`config.mk`:
```
export PLATFORM = sky130hd
export DESIGN_NAME = i2s_beamform_top_flat
export DESIGN_NICKNAME = d
export VERILOG_FILES = /design/src/rtl/i2s_beamform_top_if.sv /design/src/rtl/i2s_beamform_top.sv /design/src/flat_wrapper.sv
export SDC_FILE = /design/constraint.sdc
export NUM_CORES = 2
export LEC_CHECK = 0
export CAP_MARGIN = 25
export CORE_ASPECT_RATIO = 0.5
export CORE_MARGIN = 2
export CORE_UTILIZATION = 56
export DETAILED_ROUTE_END_ITERATION = 7
export PLACE_DENSITY = 0.8
export SKIP_CTS_REPAIR_TIMING = 1
export SYNTH_ARGS = -nofsm -noshare
export SYNTH_HDL_FRONTEND = slang
export SYNTH_SLANG_ARGS = --single-unit
export TNS_END_PERCENT = 30
```
`constraint.sdc`:
```
create_clock -name i_sys_clk -period 23.9 [get_ports i_sys_clk]
set_clock_uncertainty 0.15 [all_clocks]
set_input_delay 4.78 -clock i_sys_clk [delete_from_list [all_inputs] [get_ports i_sys_clk]]
set_output_delay 4.78 -clock i_sys_clk [all_outputs]
set_load 0.02 [all_outputs]
```
`src/rtl/i2s_beamform_top_if.sv`:
```
// Bundle of the I2S line and the sample/beamformer result signals.
// The master modport is the receiver side, the slave modport is whatever consumes it.
interface i2s_beamform_top_if #(
    parameter int unsigned DATA_WIDTH = 16
);
    logic                  i_sd2;
    logic                  o_sck;
    logic                  o_ws2;
    logic [DATA_WIDTH-1:0] o_left_data2;
    logic [DATA_WIDTH-1:0] o_right_data2;
    logic                  o_left_vld2;
    logic                  o_right_vld2;
    logic [DATA_WIDTH-1:0] horizontal_out;
    logic [7:0]            led_pattern;
    logic                  beam_forming_valid;

    modport master (
        input  i_sd2,
        output o_sck, o_ws2, o_left_data2, o_right_data2, o_left_vld2, o_right_vld2,
        output horizontal_out, led_pattern, beam_forming_valid
    );

    modport slave (
        output i_sd2,
        input  o_sck, o_ws2, o_left_data2, o_right_data2, o_left_vld2, o_right_vld2,
        input  horizontal_out, led_pattern, beam_forming_valid
    );
endinterface

```
`src/rtl/i2s_beamform_top.sv`:
```
// I2S master receiver with an 8-direction delay-and-sum beamformer.
// Left is delayed 4 frames; right history taps 0..7 give the candidate alignments.
module i2s_beamform_top #(
    parameter int unsigned DATA_WIDTH = 16,
    parameter int unsigned CLK_DIV    = 4,
    parameter int unsigned BLOCK_LEN  = 64,
    parameter int unsigned ACC_W      = 32
) (
    input logic                i_sys_clk,
    input logic                rst,
    i2s_beamform_top_if.master bus
);
    localparam int unsigned NumDir = 8;
    localparam int unsigned LDelay = 4;
    localparam int unsigned SumW   = DATA_WIDTH + 1;
    localparam int unsigned DivW   = $clog2(CLK_DIV + 1);
    localparam int unsigned FrmW   = $clog2(BLOCK_LEN + 1);

    typedef enum logic [0:0] {StIdle, StSearch} state_e;

    logic [DivW-1:0]       div_q, div_d;
    logic                  sck_q, sck_d, ws_q, ws_d;
    logic [4:0]            bit_q, bit_d;
    logic [DATA_WIDTH-1:0] shift_q, shift_d, left_q, left_d, right_q, right_d, hz_q, hz_d;
    logic                  started_q, started_d, lvld_q, lvld_d, rvld_q, rvld_d, bfv_q, bfv_d;
    logic [DATA_WIDTH-1:0] r_hist_q [NumDir];
    logic [DATA_WIDTH-1:0] r_hist_d [NumDir];
    logic [DATA_WIDTH-1:0] l_hist_q [LDelay];
    logic [DATA_WIDTH-1:0] l_hist_d [LDelay];
    logic [ACC_W-1:0]      acc_q [NumDir];
    logic [ACC_W-1:0]      acc_d [NumDir];
    logic [FrmW-1:0]       frm_q, frm_d;
    logic [2:0]            sel_q, sel_d, idx_q, idx_d, best_idx_q, best_idx_d;
    logic [7:0]            led_q, led_d;
    logic [ACC_W-1:0]      best_val_q, best_val_d;
    state_e                state_q, state_d;

    logic [DATA_WIDTH-1:0] word, l_old;
    logic [DATA_WIDTH-1:0] r_new [NumDir];
    logic [SumW-1:0]       sum_s [NumDir];
    logic [SumW-1:0]       mag [NumDir];
    logic [ACC_W-1:0]      acc_sat [NumDir];
    logic [ACC_W:0]        acc_ext;
    logic                  tick, rise, fall, frame_step, take;
    logic [2:0]            cur_idx;
    logic [ACC_W-1:0]      cur_val;

    // Per-direction sums and saturated accumulator updates for the incoming frame.
    always_comb begin
        word     = {shift_q[DATA_WIDTH-2:0], bus.i_sd2};
        l_old    = l_hist_q[LDelay-1];
        r_new[0] = word;
        for (int k = 1; k < NumDir; k++) r_new[k] = r_hist_q[k-1];
        acc_ext = '0;
        for (int k = 0; k < NumDir; k++) begin
            sum_s[k]   = {l_old[DATA_WIDTH-1], l_old} + {r_new[k][DATA_WIDTH-1], r_new[k]};
            mag[k]     = sum_s[k][SumW-1] ? (~sum_s[k] + SumW'(1)) : sum_s[k];
            acc_ext    = {1'b0, acc_q[k]} + {{(ACC_W + 1 - SumW){1'b0}}, mag[k]};
            acc_sat[k] = acc_ext[ACC_W] ? '1 : acc_ext[ACC_W-1:0];
        end
    end

    // Next state: clock generation, capture, frame step and argmax search.
    always_comb begin
        div_d      = div_q;
        sck_d      = sck_q;
        bit_d      = bit_q;
        ws_d       = ws_q;
        shift_d    = shift_q;
        started_d  = started_q;
        left_d     = left_q;
        right_d    = right_q;
        lvld_d     = 1'b0;
        rvld_d     = 1'b0;
        bfv_d      = 1'b0;
        hz_d       = hz_q;
        r_hist_d   = r_hist_q;
        l_hist_d   = l_hist_q;
        acc_d      = acc_q;
        frm_d      = frm_q;
        sel_d      = sel_q;
        led_d      = led_q;
        state_d    = state_q;
        idx_d      = idx_q;
        best_idx_d = best_idx_q;
        best_val_d = best_val_q;
        frame_step = 1'b0;
        take       = 1'b0;
        cur_idx    = best_idx_q;
        cur_val    = best_val_q;

        tick = (div_q == DivW'(CLK_DIV - 1));
        rise = tick && !sck_q;
        fall = tick && sck_q;
        div_d = tick ? '0 : div_q + DivW'(1);
        if (tick) sck_d = ~sck_q;
        if (fall) begin
            bit_d = bit_q + 5'd1;
            ws_d  = bit_d[4];
        end

        if (rise) begin
            shift_d = word;
            // The LSB lands one bit after the word-select edge that ends the word.
            if (bit_q == 5'd16) begin
                left_d    = word;
                lvld_d    = 1'b1;
                started_d = 1'b1;
            end else if (bit_q == 5'd0 && started_q) begin
                right_d    = word;
                rvld_d     = 1'b1;
                frame_step = 1'b1;
            end
        end

        if (frame_step) begin
            for (int k = 0; k < NumDir; k++) begin
                r_hist_d[k] = r_new[k];
                acc_d[k]    = acc_sat[k];
            end
            l_hist_d[0] = left_q;
            for (int j = 1; j < LDelay; j++) l_hist_d[j] = l_hist_q[j-1];
            hz_d = sum_s[sel_q][SumW-1:1];
            if (frm_q == FrmW'(BLOCK_LEN - 1)) begin
                frm_d      = '0;
                state_d    = StSearch;
                idx_d      = '0;
                best_idx_d = '0;
                best_val_d = '0;
            end else begin
                frm_d = frm_q + FrmW'(1);
            end
        end

        case (state_q)
            StSearch: begin
                // Strict compare keeps the lowest index on ties.
                take       = (idx_q == 3'd0) || (acc_q[idx_q] > best_val_q);
                cur_idx    = take ? idx_q : best_idx_q;
                cur_val    = take ? acc_q[idx_q] : best_val_q;
                best_idx_d = cur_idx;
                best_val_d = cur_val;
                if (idx_q == 3'(NumDir - 1)) begin
                    led_d          = '0;
                    led_d[cur_idx] = 1'b1;
                    sel_d          = cur_idx;
                    bfv_d          = 1'b1;
                    for (int k = 0; k < NumDir; k++) acc_d[k] = '0;
                    state_d = StIdle;
                end else begin
                    idx_d = idx_q + 3'd1;
                end
            end
            default: ;
        endcase
    end

    // State registers, all cleared by the asynchronous reset.
    always_ff @(posedge i_sys_clk or posedge rst) begin
        if (rst) begin
            div_q      <= '0;
            sck_q      <= 1'b0;
            bit_q      <= '0;
            ws_q       <= 1'b0;
            shift_q    <= '0;
            started_q  <= 1'b0;
            left_q     <= '0;
            right_q    <= '0;
            lvld_q     <= 1'b0;
            rvld_q     <= 1'b0;
            bfv_q      <= 1'b0;
            hz_q       <= '0;
            for (int k = 0; k < NumDir; k++) begin
                r_hist_q[k] <= '0;
                acc_q[k]    <= '0;
            end
            for (int j = 0; j < LDelay; j++) l_hist_q[j] <= '0;
            frm_q      <= '0;
            sel_q      <= '0;
            led_q      <= '0;
            state_q    <= StIdle;
            idx_q      <= '0;
            best_idx_q <= '0;
            best_val_q <= '0;
        end else begin
            div_q      <= div_d;
            sck_q      <= sck_d;
            bit_q      <= bit_d;
            ws_q       <= ws_d;
            shift_q    <= shift_d;
            started_q  <= started_d;
            left_q     <= left_d;
            right_q    <= right_d;
            lvld_q     <= lvld_d;
            rvld_q     <= rvld_d;
            bfv_q      <= bfv_d;
            hz_q       <= hz_d;
            r_hist_q   <= r_hist_d;
            l_hist_q   <= l_hist_d;
            acc_q      <= acc_d;
            frm_q      <= frm_d;
            sel_q      <= sel_d;
            led_q      <= led_d;
            state_q    <= state_d;
            idx_q      <= idx_d;
            best_idx_q <= best_idx_d;
            best_val_q <= best_val_d;
        end
    end

    assign bus.o_sck              = sck_q;
    assign bus.o_ws2              = ws_q;
    assign bus.o_left_data2       = left_q;
    assign bus.o_right_data2      = right_q;
    assign bus.o_left_vld2        = lvld_q;
    assign bus.o_right_vld2       = rvld_q;
    assign bus.horizontal_out     = hz_q;
    assign bus.led_pattern        = led_q;
    assign bus.beam_forming_valid = bfv_q;
endmodule

```
`src/flat_wrapper.sv`:
```
// flat-port wrapper written by rule: the top's interface ports become plain ports
module i2s_beamform_top_flat 
#(
    parameter int unsigned DATA_WIDTH = 16,
    parameter int unsigned CLK_DIV    = 4,
    parameter int unsigned BLOCK_LEN  = 64,
    parameter int unsigned ACC_W      = 32
)
  (i_sys_clk, rst, bus_i_sd2, bus_o_sck, bus_o_ws2, bus_o_left_data2, bus_o_right_data2, bus_o_left_vld2, bus_o_right_vld2, bus_horizontal_out, bus_led_pattern, bus_beam_forming_valid);
  i2s_beamform_top_if #(.DATA_WIDTH(DATA_WIDTH)) bus_i ();
  input logic i_sys_clk;
  input logic rst;
  input wire logic [$bits(bus_i.i_sd2)-1:0] bus_i_sd2;
  output wire logic [$bits(bus_i.o_sck)-1:0] bus_o_sck;
  output wire logic [$bits(bus_i.o_ws2)-1:0] bus_o_ws2;
  output wire logic [$bits(bus_i.o_left_data2)-1:0] bus_o_left_data2;
  output wire logic [$bits(bus_i.o_right_data2)-1:0] bus_o_right_data2;
  output wire logic [$bits(bus_i.o_left_vld2)-1:0] bus_o_left_vld2;
  output wire logic [$bits(bus_i.o_right_vld2)-1:0] bus_o_right_vld2;
  output wire logic [$bits(bus_i.horizontal_out)-1:0] bus_horizontal_out;
  output wire logic [$bits(bus_i.led_pattern)-1:0] bus_led_pattern;
  output wire logic [$bits(bus_i.beam_forming_valid)-1:0] bus_beam_forming_valid;
  assign bus_i.i_sd2 = bus_i_sd2;
  assign bus_o_sck = bus_i.o_sck;
  assign bus_o_ws2 = bus_i.o_ws2;
  assign bus_o_left_data2 = bus_i.o_left_data2;
  assign bus_o_right_data2 = bus_i.o_right_data2;
  assign bus_o_left_vld2 = bus_i.o_left_vld2;
  assign bus_o_right_vld2 = bus_i.o_right_vld2;
  assign bus_horizontal_out = bus_i.horizontal_out;
  assign bus_led_pattern = bus_i.led_pattern;
  assign bus_beam_forming_valid = bus_i.beam_forming_valid;
  i2s_beamform_top #(.DATA_WIDTH(DATA_WIDTH), .CLK_DIV(CLK_DIV), .BLOCK_LEN(BLOCK_LEN), .ACC_W(ACC_W)) u_core (.i_sys_clk(i_sys_clk), .rst(rst), .bus(bus_i));
endmodule
```
==> results by group <==
Status
  – Status: finished with violations
  – Failing checks: DRC

Worst setup path
  – Worst EP required: 24.30 ns
  – CP max FO: 18
  – Arrival @ worst endpoint: 11.68 ns
  – Crit path max-delay cell type: o31ai_1
  – Crit path kind: input port to flop
  – Crit path capture type: flop
  – Startpoint types: input port
  – Worst r2r src: u_core.l_old[0]
  – CP Launch Point: bus_i_sd2
  – Worst path most repeated cell: o21ai_0
  – Reg2Reg Depth: 22
  – Slowest stage delay, CP: 0.71 ns
  – Reg2reg setup slack: 16.80 ns
  – CP Cell Sequence: clkdlybuf4s50_1 -> ha_1 -> fa_1 -> a211oi_1 -> o21ai_0 -> a211oi_1 -> nor2_1 -> and2_1 -> o32ai_2 -> buf_4 -> nand2_1 -> o21ai_0 -> inv_1 -> fa_1 -> nor2b_1 -> o21a_1 -> o21ai_0 -> a2111oi_0 -> a31oi_1 -> o31ai_1 -> and2_1 -> nand2_1 -> a21oi_1
  – R2R Path End: u_core.acc_q[242]

Drt
  – Drt drc: 7
  – Total iterations of the first detailed-routing run: 8
  – Final ANT Viol Nets: 0
  – Vias: 37100
  – DR vias/cell: 6.52
  – Number of DRC markers in iteration 0: 4760
  – WL/cell: 22.8 µm
  – Routed WL: 130000 µm

Synthesis
  – Synthesized area: 40900 µm²
  – Yosys reg bits: 549
  – Syn Nets: 5056
  – Post-synth EDFFs: 0
  – Cell variety after synth: 98
  – Avg Cell Area, Syn: 8.68 µm²
  – Synth Warn #: 0
  – Post-synth top area cell: dfrtp_1
  – Synth Flop Type: dfrtp_1
  – Post-synthesis sequential area ratio: 0.336
  – Post-synthesis cell count: 4717
  – Asr flop ratio synth: 1.00
  – Synth top area share: 0.336
  – Ranking of synthesized cells by area: dfrtp_1, ha_1, nand2_1

Min path
  – Worst hold path depth: 1
  – Hold Crit Class: flop to flop
  – Hold Startpoint: u_core.div_q[0]
  – Hold endpoint: u_core.div_q[0]

Job
  – Max Cap Viol: 0

Placement
  – Port Buffers: 63
  – Pre-CTS WS: 12.16 ns
  – DPL Wire Length: 95800 µm
  – Dpl cell area: 42300 µm²
  – Routability cong.: 1.03

Finish
  – Nets@finish: 5016
  – Layout Cell Area excl Fill: 44200 µm²
  – Share of cells above drive strength 1: 0.0642
  – Area growth, synth to finish: 8.13%

STA
  – Final WS setup: 12.62 ns
  – TNS Setup: 0 ns
  – RSZ-0062 raised after global routing: false
  – Final Setup Violations: 0
  – Slew HR: 0.247
  – Endpoints failing hold: 0
  – Slew Limit Fails: 0
  – Final period util: 0.472
  – Slew @ Worst Pin: 1.13 ns
  – Tmin final: 11.28 ns
  – FMAX: 0.0887 GHz

Global route
  – Vias in the first global route: 34300
  – Largest net degree at the start of global routing: 192
  – Tot GR Track Use: 0.340
  – First-pass GRT wire length: 201000 µm
  – Overflow after GRT: 0
  – Initial antenna violation count: 3

Clock tree
  – Clock slew at reported path FFs: 0.06 ns
  – TritonCTS clock tree: built
  – Clock Path Buffers: 3
  – Htree depth: 2
  – Clk Latency, worst-skew pair: 0.65 ns
  – Clock Sinks: 549
  – CTS Buf Count: 53
  – Root Buffer: clkbuf_16

Die
  – Area of the die: 75400 µm²
  – I/O pins: 64
  – Placeable Area: 72700 µm²
  – Die Wd: 386 µm
  – Die Height: 195 µm
  – Initial Utilization: 0.563
  – Std-Cell Rows: 70

Power
  – Worst vdd ir: 44.0 µV
  – P per Cell Area: 42.9 nW/µm²
  – Leakage Power: 21.6 nW
==> metrics by stage <==
stage / hold slack (ns) / util / total power, W / cells
final: 0.287 / 0.609 / 0.00190 / 5692
after global routing: 0.319 / 0.609 / 0.00195 / 5691
after CTS: 0.295 / 0.608 / 0.00190 / 5687
after detailed placement: 0.286 / 0.582 / 0.000991 / 5590
after global placement: 0.271 / 0.581 / 0.000990 / 5585
after floorplan: 0.260 / - / 0.000978 / 4717
==> cell type report <==
cell class,count,area [µm²]
fill,6230,28400
multi-input combinational,3806,25800
sequential,549,13700
clock buffer,73,1520
tap,972,1220
timing repair buffer,110,1050
inverter,157,607
clock inverter,24,343
antenna,1,2.50
==> metal layers <==
metal	wire length [µm]	share of wire	GRT usage	vias to the layer above
met3	14100	0.11	0.0715	277
met1	57000	0.44	0.517	18100
met2	53800	0.42	0.482	1868
met5	13	0.00010	0	-
met4	4690	0.036	0.106	2
li1	-	-	-	16800
==> cells in the final DEF (no fill, tap or decap), drive strengths merged, types with 45 or more instances in the layout <==
cell           synthesis  routed
ha                   320     320
nor3                 100     100
mux4                  86      86
nand3                 94      94
clkbuf               165      74
o21ai                311     311
dfrtp                549     549
a21oi                391     391
nand2b                46      46
xor2                 163     163
a211oi                46      46
and3                  75      75
nand2                883     883
nor2                 276     276
buf                   40      46
inv                  155     157
clkdlybuf4s50          0      63
a21o                 112     112
a31oi                 62      62
o21a                  45      45
xnor2                219     219
==> registers in the layout (all words and copies together) (netlist names), 3 cells and up <==
name                       flops
u_core.bus.o_left_data2       16
u_core.l_old                  16
u_core.idx_q                   3
u_core.best_val_q             32
u_core.best_idx_q              3
u_core.sel_q                   3
u_core.l_hist_q               48
u_core.acc_q                 256
u_core.div_q                   3
u_core.shift_q                15
u_core.r_hist_q              112
u_core.bus.horizontal_out     16
u_core.frm_q                   7
u_core.bus.led_pattern         8
u_core.bit_q                   5
==> worst max-delay path: cells and delay by family <==
| kind | cells | cell delay, ns |
|---|---|---|
| compound gates | 11 | 3.46 |
| buf+inv | 3 | 0.98 |
| fa+ha+maj | 3 | 1.20 |
| simple gates | 6 | 1.24 |
==> report_power, final <==
group	switching, W	leakage [nW]	total, W	internal (W)
registers	0.00000260	7.52	0.000933	0.000930
clock network	0.000400	0.897	0.000923	0.000524
logic	0.0000301	13.1	0.0000408	0.0000107
==> cells by family after synthesis <==
logic type                 share of synthesized area
and+or+nand+nor                                0.186
AOI/OAI and AO/OA                              0.196
DFF                                            0.336
xor gates and xnor gates                      0.0818
buffers and inverters                         0.0350
adders and majority gates                      0.106
muxes                                         0.0604
==> cells in the mapped netlist, types with 38 or more instances <==
cell type and count:
inv_1 154, o21a_1 45, nor2_1 276, nor3_1 98
dfrtp_1 549, nand3_1 94, clkbuf_1 165, nand2b_1 45
ha_1 320, xnor2_1 219, o21ai_0 305, a21o_1 112
a31oi_1 61, nand4_1 38, mux4_2 85, nand2_1 883
a21oi_1 390, a211oi_1 44, and3_1 75, xor2_1 163
==> how the worst max path moves through the flow <==
stage	to	slack, ns	cells after the start
final	u_core.acc_q[242]	12.62	23
after global routing	u_core.acc_q[245]	12.20	23
after global placement	u_core.acc_q[247]	12.32	23
after detailed placement	u_core.acc_q[247]	12.16	23
after CTS	u_core.acc_q[247]	12.81	23
after floorplan	u_core.acc_q[0]	3.62	1
Power figures use the tool's default switching activity.
